===== src/rtl/moore_seq_detector_pkg.sv =====
// ---------------------------------------------------------------------------
// seq_det_pkg
// Shared types and helpers for the Moore serial-pattern detector.
//   state_t  : detector FSM state encoding
//   hit_cmp  : masked window/pattern compare. The unmasked build passes an
//              all-ones mask. Operands are zero-extended to CMP_MAX_W, so
//              N must not exceed CMP_MAX_W.
// Optional feature macro: SEQDET_MASK_EN (see moore_seq_detector.sv)
// ---------------------------------------------------------------------------
package seq_det_pkg;

    typedef enum logic [1:0] {
        S_FILL  = 2'd0,
        S_ARMED = 2'd1,
        S_HIT   = 2'd2
    } state_t;

    localparam int unsigned CMP_MAX_W = 64;

    function automatic logic hit_cmp(
        input logic [CMP_MAX_W-1:0] win,
        input logic [CMP_MAX_W-1:0] pat,
        input logic [CMP_MAX_W-1:0] mask
    );
        return ((win ^ pat) & mask) == '0;
    endfunction

endpackage


===== src/rtl/moore_seq_detector_if.sv =====
// ---------------------------------------------------------------------------
// moore_seq_detector_if
// Serial-stream, configuration and result signals of the detector.
//   din_valid, din         : serial bit with per-beat qualifier
//   pattern, overlap_en    : runtime target pattern and overlap mode
//   pattern_mask           : per-bit compare enable (only with SEQDET_MASK_EN)
//   cnt_clr                : synchronous clear of match_cnt
//   dout, match_cnt        : match pulse and saturating match count
// Modports: master (stream source / config owner), slave (detector).
// Optional feature macro: SEQDET_MASK_EN
// ---------------------------------------------------------------------------
interface moore_seq_detector_if #(
    parameter int N     = 3,
    parameter int CNT_W = 8
);
    logic             din_valid;
    logic             din;
    logic [N-1:0]     pattern;
`ifdef SEQDET_MASK_EN
    logic [N-1:0]     pattern_mask;
`endif
    logic             overlap_en;
    logic             cnt_clr;
    logic             dout;
    logic [CNT_W-1:0] match_cnt;

`ifdef SEQDET_MASK_EN
    modport master (
        output din_valid, din, pattern, pattern_mask, overlap_en, cnt_clr,
        input  dout, match_cnt
    );
    modport slave (
        input  din_valid, din, pattern, pattern_mask, overlap_en, cnt_clr,
        output dout, match_cnt
    );
`else
    modport master (
        output din_valid, din, pattern, overlap_en, cnt_clr,
        input  dout, match_cnt
    );
    modport slave (
        input  din_valid, din, pattern, overlap_en, cnt_clr,
        output dout, match_cnt
    );
`endif

endinterface


===== src/rtl/moore_seq_detector_sat_cnt.sv =====
// ---------------------------------------------------------------------------
// seq_det_sat_cnt
// Saturating up-counter with clear taking priority over increment.
//   clk, rst_n : clock, asynchronous active-low reset
//   inc        : count one event this cycle
//   clr        : synchronous clear (wins over inc)
//   cnt        : current count, holds at all-ones
// ---------------------------------------------------------------------------
module seq_det_sat_cnt #(
    parameter int CNT_W = 8
) (
    input  logic             clk,
    input  logic             rst_n,
    input  logic             inc,
    input  logic             clr,
    output logic [CNT_W-1:0] cnt
);

    always_ff @(posedge clk or negedge rst_n) begin
        if (!rst_n) begin
            cnt <= '0;
        end else if (clr) begin
            cnt <= '0;
        end else if (inc && (cnt != '1)) begin
            cnt <= cnt + 1'b1;
        end
    end

endmodule


===== src/rtl/moore_seq_detector.sv =====
// ---------------------------------------------------------------------------
// moore_seq_detector
// Parametrised Moore serial-pattern detector with overlap/non-overlap mode,
// one-cycle match pulse and saturating match counter.
//   clk   : clock, all state on rising edge
//   rst_n : asynchronous active-low reset
//   bus   : moore_seq_detector_if.slave (stream, config, results)
// Optional feature macro: SEQDET_MASK_EN adds bus.pattern_mask; mask bits at
// 0 are don't-care in the compare. Without it the full N-bit pattern is used.
//
// state   | meaning
// --------+-----------------------------------------------------------
// S_FILL  | fewer than N fresh bits in the window, no match possible
// S_ARMED | window full, last valid beat was not a match
// S_HIT   | last valid beat completed a match, dout high
// ---------------------------------------------------------------------------
module moore_seq_detector
    import seq_det_pkg::*;
#(
    parameter int N     = 3,
    parameter int CNT_W = 8
) (
    input  logic                 clk,
    input  logic                 rst_n,
    moore_seq_detector_if.slave  bus
);

    localparam int FILL_W = $clog2(N + 1);
    localparam logic [FILL_W-1:0] FILL_FULL = FILL_W'(N);

    logic [N-1:0]      window;
    logic [N-1:0]      win_nxt;
    logic [N-1:0]      mask;
    logic [FILL_W-1:0] fill;
    logic [FILL_W-1:0] fill_nxt;
    logic              hit;
    state_t            state;
    state_t            state_nxt;

    assign win_nxt  = {window[N-2:0], bus.din};
    assign fill_nxt = (fill == FILL_FULL) ? FILL_FULL : fill + 1'b1;

`ifdef SEQDET_MASK_EN
    assign mask = bus.pattern_mask;
`else
    assign mask = '1;
`endif

    assign hit = hit_cmp(CMP_MAX_W'(win_nxt), CMP_MAX_W'(bus.pattern), CMP_MAX_W'(mask))
                 && (fill_nxt == FILL_FULL);

    // Non-overlap restarts fill so the next match needs N entirely new bits.
    always_ff @(posedge clk or negedge rst_n) begin
        if (!rst_n) begin
            window <= '0;
            fill   <= '0;
        end else if (bus.din_valid) begin
            window <= win_nxt;
            fill   <= (hit && !bus.overlap_en) ? '0 : fill_nxt;
        end
    end

    always_ff @(posedge clk or negedge rst_n) begin
        if (!rst_n) begin
            state <= S_FILL;
        end else begin
            state <= state_nxt;
        end
    end

    always_comb begin
        state_nxt = state;
        if (bus.din_valid) begin
            if (hit) begin
                state_nxt = S_HIT;
            end else if (fill_nxt == FILL_FULL) begin
                state_nxt = S_ARMED;
            end else begin
                state_nxt = S_FILL;
            end
        end else if (state == S_HIT) begin
            // A stall ends the pulse; fill tells us whether the window is
            // still usable (overlap) or was restarted (non-overlap).
            state_nxt = (fill == FILL_FULL) ? S_ARMED : S_FILL;
        end
    end

    always_comb begin
        bus.dout = (state == S_HIT);
    end

    // Counts on the same edge the FSM enters S_HIT, so match_cnt and dout
    // change together.
    seq_det_sat_cnt #(
        .CNT_W (CNT_W)
    ) u_sat_cnt (
        .clk   (clk),
        .rst_n (rst_n),
        .inc   (bus.din_valid && hit),
        .clr   (bus.cnt_clr),
        .cnt   (bus.match_cnt)
    );

endmodule


===== src/flat_wrapper.sv =====
// flat-port wrapper written by rule: the top's interface ports become plain ports
module moore_seq_detector_flat import seq_det_pkg::*;
#(
    parameter int N     = 3,
    parameter int CNT_W = 8
)
  (clk, rst_n, bus_din_valid, bus_din, bus_pattern, bus_overlap_en, bus_cnt_clr, bus_dout, bus_match_cnt);
  moore_seq_detector_if #(.N(N), .CNT_W(CNT_W)) bus_i ();
  input  logic clk;
  input  logic rst_n;
  input wire logic [$bits(bus_i.din_valid)-1:0] bus_din_valid;
  input wire logic [$bits(bus_i.din)-1:0] bus_din;
  input wire logic [$bits(bus_i.pattern)-1:0] bus_pattern;
  input wire logic [$bits(bus_i.overlap_en)-1:0] bus_overlap_en;
  input wire logic [$bits(bus_i.cnt_clr)-1:0] bus_cnt_clr;
  output wire logic [$bits(bus_i.dout)-1:0] bus_dout;
  output wire logic [$bits(bus_i.match_cnt)-1:0] bus_match_cnt;
  assign bus_i.din_valid = bus_din_valid;
  assign bus_i.din = bus_din;
  assign bus_i.pattern = bus_pattern;
  assign bus_i.overlap_en = bus_overlap_en;
  assign bus_i.cnt_clr = bus_cnt_clr;
  assign bus_dout = bus_i.dout;
  assign bus_match_cnt = bus_i.match_cnt;
  moore_seq_detector #(.N(N), .CNT_W(CNT_W)) u_core (.clk(clk), .rst_n(rst_n), .bus(bus_i));
endmodule

===== config.mk =====
export PLATFORM = sky130hd
export DESIGN_NAME = moore_seq_detector_flat
export DESIGN_NICKNAME = d
export VERILOG_FILES = /design/src/rtl/moore_seq_detector_pkg.sv /design/src/rtl/moore_seq_detector_if.sv /design/src/rtl/moore_seq_detector_sat_cnt.sv /design/src/rtl/moore_seq_detector.sv /design/src/flat_wrapper.sv
export SDC_FILE = /design/constraint.sdc
export NUM_CORES = 1
export LEC_CHECK = 0
export CAP_MARGIN = 20
export CORE_MARGIN = 5
export CORE_UTILIZATION = 42
export CTS_BUF_LIST = sky130_fd_sc_hd__clkbuf_16
export DETAILED_ROUTE_END_ITERATION = 8
export PLACE_DENSITY = 0.72
export SLEW_MARGIN = 20
export SYNTH_ARGS = -nofsm -noshare
export SYNTH_HDL_FRONTEND = slang
export SYNTH_SLANG_ARGS = --single-unit

===== constraint.sdc =====
create_clock -name clk -period 1.8 [get_ports clk]
set_input_delay 0.36 -clock clk [delete_from_list [all_inputs] [get_ports clk]]
set_output_delay 0.36 -clock clk [all_outputs]
set_load 0.01 [all_outputs]

==> results of run 1 <==
[final cells by class]
class | count | area [um2]
fill | 127 | 525.5
multi-input combinational | 56 | 437.9
sequential | 14 | 350.3
timing repair buffer | 31 | 272.8
clock buffer | 3 | 75.07
tap | 25 | 31.28
inverter | 3 | 11.26
clock inverter | 1 | 3.754
[cells in the mapped netlist, types with 2 or more instances]
cell and instances:
dfrtp_1 14, buf_2 2, nor2b_1 3, or4_1 5, xor2_1 3, nor2_1 3, a21oi_1 5, inv_1 3
mux2_2 3, nand2_1 9, mux2i_1 2, o31ai_1 4, nand3_1 6
[how the worst max path moves through the flow]
stage	startpoint	endpoint	slack (ns)	cells after the start
2_1_floorplan	bus_din_valid	u_core.u_sat_cnt.cnt[6]	-0.03	6
3_3_place_gp	bus_pattern[2]	u_core.u_sat_cnt.cnt[6]	-0.54	6
3_5_place_dp	bus_pattern[2]	u_core.u_sat_cnt.cnt[6]	-0.55	6
4_1_cts	u_core.window[1]	u_core.u_sat_cnt.cnt[6]	-0.19	5
5_1_grt	bus_pattern[0]	u_core.u_sat_cnt.cnt[6]	-0.21	6
6_report	bus_pattern[2]	u_core.u_sat_cnt.cnt[3]	-0.18	6
[cells by family (layout without fill, tap and decap cells)]
group	Yosys count	count (layout)	synth area share
buffers and inverters	7	38	0.04333
muxes	5	5	0.07166
adders and majority gates	1	1	0.01666
AOI/OAI and AO/OA	16	16	0.1467
xor gates and xnor gates	3	3	0.03501
DFF	14	14	0.4667
and+or+nand+nor	31	31	0.2200
[critical path, cell delays in order]
cell and delay, ns:
dlygate4sd2_1 0.27, xor2_2 0.19, or4_4 0.52, buf_6 0.15, or4_4 0.51, a21oi_2 0.14
[flip-flops by register name, indices dropped and copies added, names as in the netlist]
name and count:
u_core.window 2, u_core.fill 2, u_core.u_sat_cnt.cnt 8, u_core.state 2
[metal layers]
| layer | wire length (um) | vias to the layer above |
|---|---|---|
| met2 | 1105 | 17 |
| met5 | 0 | - |
| met1 | 879 | 368 |
| li1 | - | 343 |
| met3 | 96 | 4 |
| met4 | 26 | 0 |
[power breakdown]
part	internal (mW)	total [mW]	switching [mW]
combinational	0.116	0.207	0.0907
clock	0.294	0.420	0.127
sequential	0.353	0.378	0.0241
[per-stage QoR]
step                instance area [um2]  setup slack, ns
floorplan                         758.2         -0.03241
global placement                  983.4          -0.5432
detailed placement                983.4          -0.5498
CTS                                1134          -0.1874
global route                       1182          -0.2058
finish                             1182          -0.1843
[what timing repair did]
item / CTS / global route
pin swaps: 7 / 6
setup buffers: 4 / 3
gates cloned: 1 / 0
resized for setup: 13 / 11
endpoints found under the setup margin: 8 / 8
==> run_results.csv, run 1 <==
group,metric,value,unit
critical_path,worstSetupEndpointType,"flop",
timing,hold_viol,0,
placement,io_buffers,17,
global_route,grt_pass1_wl,3.229,mm
timing,post-route-period-util,1.102,
timing,finalSetupViolCount,7,
drt,wl,2.107,mm
global_route,grt_pass1_vias,730,
timing,post-route-min-period,1.984,ns
placement,gp_congestion,0.8172,
cts,h-tree-depth,1,
timing,finalMaxSlewViolations,0,
finish,areaGrowthSynthToFinish,57.50,%
cts,clock_sinks,14,
critical_path,start_kind,"input port",
yosys,syn-num-nets,87,
cts,cts_tree,"yes",
worst_hold_path,worstHoldStart,"bus_din",
placement,dp_hpwl,1.263,mm
yosys,yosysWarnings,0,
finish,layout.cells.non_filler,133,
die,die_area,2733,um2
drt,vias_per_cell,5.504,
timing,grt_setup_unrepaired,"yes",
critical_path,worstSetupPathType,"in2reg",
power_and_ir_drop,peakVddDrop,0.0006862,V
drt,wl_per_cell,15.84,um
worst_hold_path,hold_end,"u_core.window[0]",
critical_path,arrival,2.15,ns
yosys,netlist_area,750.7,um2
yosys,yosysTopAreaCell,"dfrtp_1",
drt,drc_errors,0,
die,start_util,0.4396,
timing,hold_ws,0.4154,ns
global_route,use_met1,0.1825,
global_route,met2_usage,0.2803,
status,outcome,"finished, violations left",
finish,num_antenna_cells,0,
critical_path,cp.required,1.97,ns
drt,ant_nets,0,
finish,nNetsFinal,119,
finish,drive_gt1_frac,0.3056,
drt,drt_first_pass_iters,4,
finish,final_common_cell,"dfrtp_1",
run,maxCapViolCount,0,
timing,finalSetupTns,-0.9057,ns
critical_path,regToRegSetupSlack,-0.18,ns
global_route,antenna_found_initial,0,
cts,hold_buffers,0,
power_and_ir_drop,powerDensity,849.8,nW/um2
yosys,ys_types,28,
global_route,grt_max_degree,15,
die,die_y,52.28,um
placement,placed_cells,122,
global_route,use_met3,0.05128,
timing,slew_headroom,0.7316,
yosys,yosys-top-cells-area,"dfrtp_1, or4_1, nand2_1",
critical_path,regToRegStartpoint,"u_core.window[1]",
drt,vias,732,
global_route,track_usage,0.1646,
power_and_ir_drop,p_total,1.005,mW
yosys,synth-edff-count,0,
cts,cts_buffers,3,
cts,path_clk_slew,0.05,ns
yosys,yosys_register_bits,14,
power_and_ir_drop,power.leakage,0.5035,nW
yosys,synthFlopType,"dfrtp_1",
timing,clock_skew,0.001229,ns
cts,cts_root_buffer,"clkbuf_16",
cts,clockBufferDepth,2,
worst_hold_path,hold_path_class,"in2reg",
worst_hold_path,whs_path_depth,2,
critical_path,r2r_cells,5,
die,io-pin-count,18,
yosys,netlist.area_leader.share,0.4667,
global_route,grt_overflow,0,
finish,final_cell_mix,"dfrtp_1, clkdlybuf4s50_1, buf_4, nand2_1, nand3_1",
yosys,ys_seq_area_frac,0.4667,
status,failed_checks,"setup timing",
die,die_x,52.28,um
die,rows,15,
die,core,1708,um2
timing,worst_pin_slew,0.4022,ns
yosys,syn_inst,77,
drt,drtIter0Drc,25,
timing,fmax,504.0,MHz
yosys,synth_area_per_cell,9.750,um2
timing,setup_ws,-0.1843,ns
cts,insertion_delay,0.24,ns
yosys,synth-async-reset-ratio,1.000,
global_route,top_usage_layer,"met2",
critical_path,crit_fanout,5,
finish,fin_util,0.6923,
critical_path,r2r-end,"u_core.u_sat_cnt.cnt[3]",
(Power assumes the default switching activity.)
==> run 2: changes to the inputs <==
CTS_CLUSTER_SIZE = 28   (was default)
==> results of run 2 <==
Final layout, timing and power as in run 1 (identical DEF).
==> run 3: changes to the inputs <==
CAP_MARGIN = default   (was 20)
==> results of run 3 <==
Final layout, timing and power as in run 1 (identical DEF).
